$ cat config.mk
export PLATFORM = sky130hd
export DESIGN_NAME = serial_comp_fsm
export DESIGN_NICKNAME = d
export VERILOG_FILES = /design/src/rtl/serial_comp_fsm.sv
export SDC_FILE = /design/constraint.sdc
export NUM_CORES = 1
export LEC_CHECK = 0
export ABC_AREA = 1
export CAP_MARGIN = 20
export CORE_AREA = 2 2 39 41
export CTS_CLUSTER_DIAMETER = 200
export CTS_CLUSTER_SIZE = 28
export DETAILED_ROUTE_END_ITERATION = 12
export DIE_AREA = 0 0 41 43
export GPL_TIMING_DRIVEN = 0
export MAX_ROUTING_LAYER = met4
export SYNTH_ARGS = -nofsm -noshare
export SYNTH_HDL_FRONTEND = slang
export SYNTH_SLANG_ARGS = --single-unit
$ cat constraint.sdc
create_clock -name clk -period 1.4 [get_ports clk]
set_input_delay 0.35 -clock clk [delete_from_list [all_inputs] [get_ports clk]]
set_output_delay 0.35 -clock clk [all_outputs]
set_load 0.05 [all_outputs]
$ cat src/rtl/serial_comp_fsm.sv
// Bit-serial LSB-first 1's/2's complementer over WIDTH-bit frames, 1-cycle latency.
// Optional overflow flag on the last bit is enabled with SERIAL_COMP_OVF_EN.
module serial_comp_fsm #(
  parameter int WIDTH = 8
) (
  input  logic clk,
  input  logic rst,
  input  logic mode,
  input  logic in_valid,
  input  logic in_data,
  output logic out_valid,
  output logic out_data,
  output logic out_last,
  output logic busy
`ifdef SERIAL_COMP_OVF_EN
  ,
  output logic out_ovf
`endif
);

  localparam int CNT_W = $clog2(WIDTH);

  typedef enum logic [1:0] {
    IDLE = 2'd0,
    ONES = 2'd1,
    PASS = 2'd2,
    INV  = 2'd3
  } state_t;

  state_t             state_q, state_d, eff_state;
  logic [CNT_W-1:0]   cnt_q, cnt_d;
  logic               mode_q, mode_d, eff_mode;
  logic               out_valid_q, out_valid_d;
  logic               out_data_q, out_data_d;
  logic               out_last_q, out_last_d;
  logic               out_ovf_q, out_ovf_d;
  logic               last_bit;
  logic               pass_bit;

  // Handshake: a bit is consumed on every cycle in_valid=1 (no backpressure);
  // its result appears one cycle later qualified by out_valid.
  always_comb begin
    eff_mode    = (state_q == IDLE) ? mode : mode_q;
    eff_state   = (state_q == IDLE) ? (mode ? PASS : ONES) : state_q;
    last_bit    = (cnt_q == CNT_W'(WIDTH - 1));
    pass_bit    = eff_mode && (eff_state == PASS);
    state_d     = state_q;
    cnt_d       = cnt_q;
    mode_d      = mode_q;
    out_valid_d = in_valid;
    out_data_d  = out_data_q;
    out_last_d  = 1'b0;
    out_ovf_d   = 1'b0;
    if (in_valid) begin
      mode_d     = eff_mode;
      out_data_d = pass_bit ? in_data : ~in_data;
      out_last_d = last_bit;
      out_ovf_d  = last_bit && pass_bit && in_data;
      if (last_bit) begin
        state_d = IDLE;
        cnt_d   = '0;
      end else begin
        state_d = (pass_bit && in_data) ? INV : eff_state;
        cnt_d   = cnt_q + CNT_W'(1);
      end
    end
  end

  always_ff @(posedge clk) begin
    if (rst) begin
      state_q     <= IDLE;
      cnt_q       <= '0;
      mode_q      <= 1'b0;
      out_valid_q <= 1'b0;
      out_data_q  <= 1'b0;
      out_last_q  <= 1'b0;
      out_ovf_q   <= 1'b0;
    end else begin
      state_q     <= state_d;
      cnt_q       <= cnt_d;
      mode_q      <= mode_d;
      out_valid_q <= out_valid_d;
      out_data_q  <= out_data_d;
      out_last_q  <= out_last_d;
      out_ovf_q   <= out_ovf_d;
    end
  end

  assign out_valid = out_valid_q;
  assign out_data  = out_data_q;
  assign out_last  = out_last_q;
  assign busy      = (state_q != IDLE);

`ifdef SERIAL_COMP_OVF_EN
  assign out_ovf = out_ovf_q;
`else
  logic unused_ovf;
  assign unused_ovf = out_ovf_q;
`endif

endmodule

---- After elaboration in Yosys (flattened, before gate mapping) ----
Cells that the tools add are included.
cells by class
  add/subtract/negate cells ............... 1
  equality and inequality tests ........... 2
  muxes and demuxes ....................... 7
  bitwise logic cells ..................... 2
  reductions and logical operators ........ 5
operators by type and width
  operator               count
  $mux W2                4
  $add A3 B1 Y3 const B  1
  $eq A3 B3 Y1 const B   1
  $mux W3                1
  $eq A2 B2 Y1 const B   1
  $logic_and A1 B1 Y1    2
  $logic_not A2 Y1       1
  $mux W1                2
  $not A1 Y1             2
  $reduce_bool A2 Y1     1
  $reduce_or A2 Y1       1
storage, ports and cells
  flip-flop bits (word level) ............. 9
  input port bits ......................... 5
  word-level logic and storage cells ...... 23

---- Longest topological paths before layout ----
  depth after elaboration ................. 7
  depth in mapped cells ................... 8
  gate-level depth less buffers ........... 8

---- Worst setup path before layout ----
Ideal clock, no wire load.
  kind .................................... in2reg
  start ................................... in mode
  end ..................................... reg state_q[0]
  arrival time ............................ 972 ps
  setup slack ............................. 315 ps
  stages .................................. 8
  cells stage by stage .................... inv_1 nand2_1 o211a_1 ha_1 inv_1 nand3_1 nand2_2 a21oi_2
on the way
  word-level cells in the longest chain between the ends .. 7
  elaborated cells on any way between the ends .. 8
ends and longest elaborated chain
  item                   line  RTL
  start, declared        8     input logic mode,
  $mux W2 (2 in series)  44    eff_state = (state_q == IDLE) ? (mode ? PASS : ONES) : state_q;
  $eq A2 B2 Y1           46    pass_bit = eff_mode && (eff_state == PASS);
  $logic_and A1 B1 Y1    46
  $logic_and A1 B1 Y1    63    state_d = (pass_bit && in_data) ? INV : eff_state;
  $mux W2 (*)            63
  $mux W2 (*)            59    if (last_bit) begin
  end signal, assigned   79    state_q <= state_d;
  end, declared          30    state_t state_q, state_d, eff_state;
Mark *: on every way between the ends. The rest lies on a longest branch, timed or not.
A chain may end at the register's enable or synchronous reset.

---- Worst setup path after layout ----
  start ................................... reg state_q[0]
  end ..................................... out busy
on the way
  word-level cells in the longest chain between the ends .. 1
ends and longest elaborated chain
  item                line  RTL
  $reduce_bool A2 Y1  92    assign busy = (state_q != IDLE);
  end, declared       14    output logic busy
No other way between the ends.

==> impl_summary.md <==
Status
The run finished with clean final reports.

Logic synthesis
The unique cell type count in the Yosys netlist is 15. The number of warnings printed during yosys synthesis is 0. The cell area that synthesis handed to floorplanning was 393 um2. The post-synthesis sequential area ratio is 45.9%.

The post-synthesis register bit count is 9. The number of nets handed over by synthesis was 56. The largest total area in the synthesized netlist belongs to dfxtp_1.

The average cell area after synthesis is 8.18 um2. In this run the biggest area consumer among cell types represents 45.9% of the synthesized area. Ranked by total cell area, the synthesized netlist is headed by dfxtp_1, ha_1, o21ai_0. The instance count of the mapped netlist is 48.

STA
The worst slew margin relative to its limit is 80.3%. The number of pins exceeding their max-slew limit in the final report is 0. Across the routed clock network, the largest skew measured is 0.00164 ns. The total negative slack is 0 ns. The number of endpoints with negative hold slack in the final report is 0. At the pin with the least slew margin, the transition time is 0.295 ns. The setup-violating endpoint count in the final report is 0. The worst path uses 92.8% of the clock period. Setup repair after global routing left no endpoint under its margin.

For this run, the top clock speed supported by timing is 0.770 GHz. The worst hold slack after final layout is 0.462 ns. The time the worst path needs with I/O delays and setup is 1.30 ns.

Pwr
The worst-case IR drop observed on VDD is 463 uV. The power per cell area is 1160 nW/um2. The cell leakage power is 0.000249 uW.

Global route
Entering global routing, the biggest net connects 9 pins. The first-pass GRT wire length is 1.17 mm. The overall routing resource usage is 10.6%. The number of global-route vias before repair came to 308. The total congestion overflow is 0. The initial antenna violation count is 0.

Floorplanning
The floorplan core area is 1380 um2. 9 I/O pins were placed. The effective utilization at floorplan is 28.4%. In this run the core area contains 14 standard-cell rows. The horizontal die dimension is 41 um. The floorplan step set the die height to 43 um.

The die footprint is 1760 um2.

CTS
The buffer type at the clock tree root is clkbuf_4. The clock sink total is 9. The clock reaches the later pin of the worst-skew pair after 0.26 ns. The clock buffer count from CTS is 3.

The number of hold buffers added after CTS is 0. TritonCTS built the clock tree. After clock tree synthesis, the clock-pin slew on the worst setup and hold paths is 0.06 ns. The number of buffers between clock root and the deepest sink is 2. The CTS H-tree depth is 1.

Detailed routing
In this run, the number of DRC markers left after iteration 0 of detailed routing was 1. The final layout contains routed wiring with a total length of 689 um. In the final routed layout, each cell accounts on average for 9.07 um. After detailed routing, the number of remaining DRC violations is 0.

Using the TritonRoute via totals, the vias-per-cell ratio works out to 4.46. The routed layout has 339 vias. The detail route stage leaves a number of antenna-violating nets equal to 0. The first detailed-routing pass ran for 4 iterations.

Final layout
Relative to the synthesized area, the layout overhead comes to 35.4%. Of the cells placed in the final design, the portion with a size suffix greater than 1 is 23.3%. In the final design database the tool counted 69 nets.

The filler cell count in the final layout is 147. The repair_antennas step left the layout with diodes totalling 0.

Place
The placed wire-length estimate is 522 um. The final weighted congestion in routability-driven placement is 0.681. Input and output buffers added on the ports amount to 8.

Setup path
At the worst endpoint, the required time is 1.05 ns. Data arrives at the worst endpoint at 0.95 ns. The element type at the critical path end is an output pin. The kind of start point of the critical path is a flop.

The critical path class is flop to output pin. The largest fanout of any net on the critical path is 4.

Hold path
The class of the most critical hold timing path is input port to flop.

Run
The number of max-capacitance violations reported is 0.
==> critical path, stage by stage, from the launching register on <==
cell	delay [ns]
dfxtp_2	0.35
nor2_4	0.12
inv_1	0.04
buf_4	0.18
==> state kept, by name, summed over array words and instances (netlist names) <==
signal     flops
cnt_q          3
out_valid      1
out_last       1
state_q        2
out_data       1
mode_q         1
==> placed cells by master (no fill, tap or decap), drive strengths merged <==
cell	n
nor2	8
nor3	1
nand3	1
nand2	5
o21a	1
clkdlybuf4s15	3
a21oi	5
inv	8
dfxtp	9
clkbuf	4
o211a	1
ha	3
o21ai	6
dlymetal6s2s	1
buf	1
clkdlybuf4s50	3
==> Yosys cell counts, drive strengths merged <==
cell   count
o21ai      6
ha         3
nor2       8
nand2      5
o21a       1
dfxtp      9
nand3      1
a21oi      5
nor3       1
o211a      1
inv        8
==> what timing repair did <==
item,in CTS,in global routing
hold endpoints to repair,0,0
buffers inserted,0,0
pin swaps,0,1
endpoints found under the setup margin,4,2
resized for setup,14,7
==> per-layer routing <==
| layer | vias to the layer above | global-route usage (%) | share of wire, % |
|---|---|---|---|
| li1 | 179 | - | - |
| met1 | 146 | 11.3 | 48 |
| met3 | 4 | 4.71 | 7.3 |
| met2 | 10 | 14.7 | 42 |
| met5 | - | - | 0 |
| met4 | 0 | 8.00 | 2.3 |
==> final timing paths <==
kind                                 from                 endpoint  slack (ns)  cells after the start
hold / removal                       mode      mode_q$_SDFFE_PP0P_        0.46                      5
setup / recovery  state_q[0]$_SDFFE_PP0P_                     busy        0.10                      3
setup reg to reg  state_q[1]$_SDFFE_PP0P_  state_q[0]$_SDFFE_PP0P_        0.19                      7
hold reg to reg       mode_q$_SDFFE_PP0P_      mode_q$_SDFFE_PP0P_        0.49                      2
==> area by class of cell <==
class / instances / area [um2] / area share, %
inverters: 8 / 30.0 / 5.65
repair buffers: 8 / 83.8 / 15.8
clock buffers: 4 / 26.3 / 4.94
flip-flops and latches: 9 / 181 / 34.1
well taps: 16 / 20.0 / 3.76
multi-input cells: 31 / 190 / 35.8
==> where the power goes <==
group / total (uW) / internal [uW] / switching [uW]
clock network: 200 / 110 / 90.4
logic: 126 / 49.9 / 75.7
registers: 289 / 276 / 13.0
total: 615 / 436 / 179
==> per-stage QoR <==
stage / util, % / power, uW / cell area, um2 / setup slack [ns] / std cells
after floorplan: - / 376 / 393 / 0.315 / 48
after global placement: 35.6 / 418 / 493 / -0.233 / 72
final: 38.4 / 615 / 532 / 0.101 / 76
after detailed placement: 35.6 / 419 / 493 / -0.244 / 72
after CTS: 37.4 / 621 / 518 / 0.000389 / 76
after global routing: 38.4 / 661 / 532 / 0.0342 / 76
==> logic make-up after synthesis <==
logic type	synth area share [%]
fa+ha+maj	9.56
flops	45.9
buf+inv	7.64
compound gates	19.4
simple gates	17.5
No activity file was read; power rests on OpenSTA's default activity.
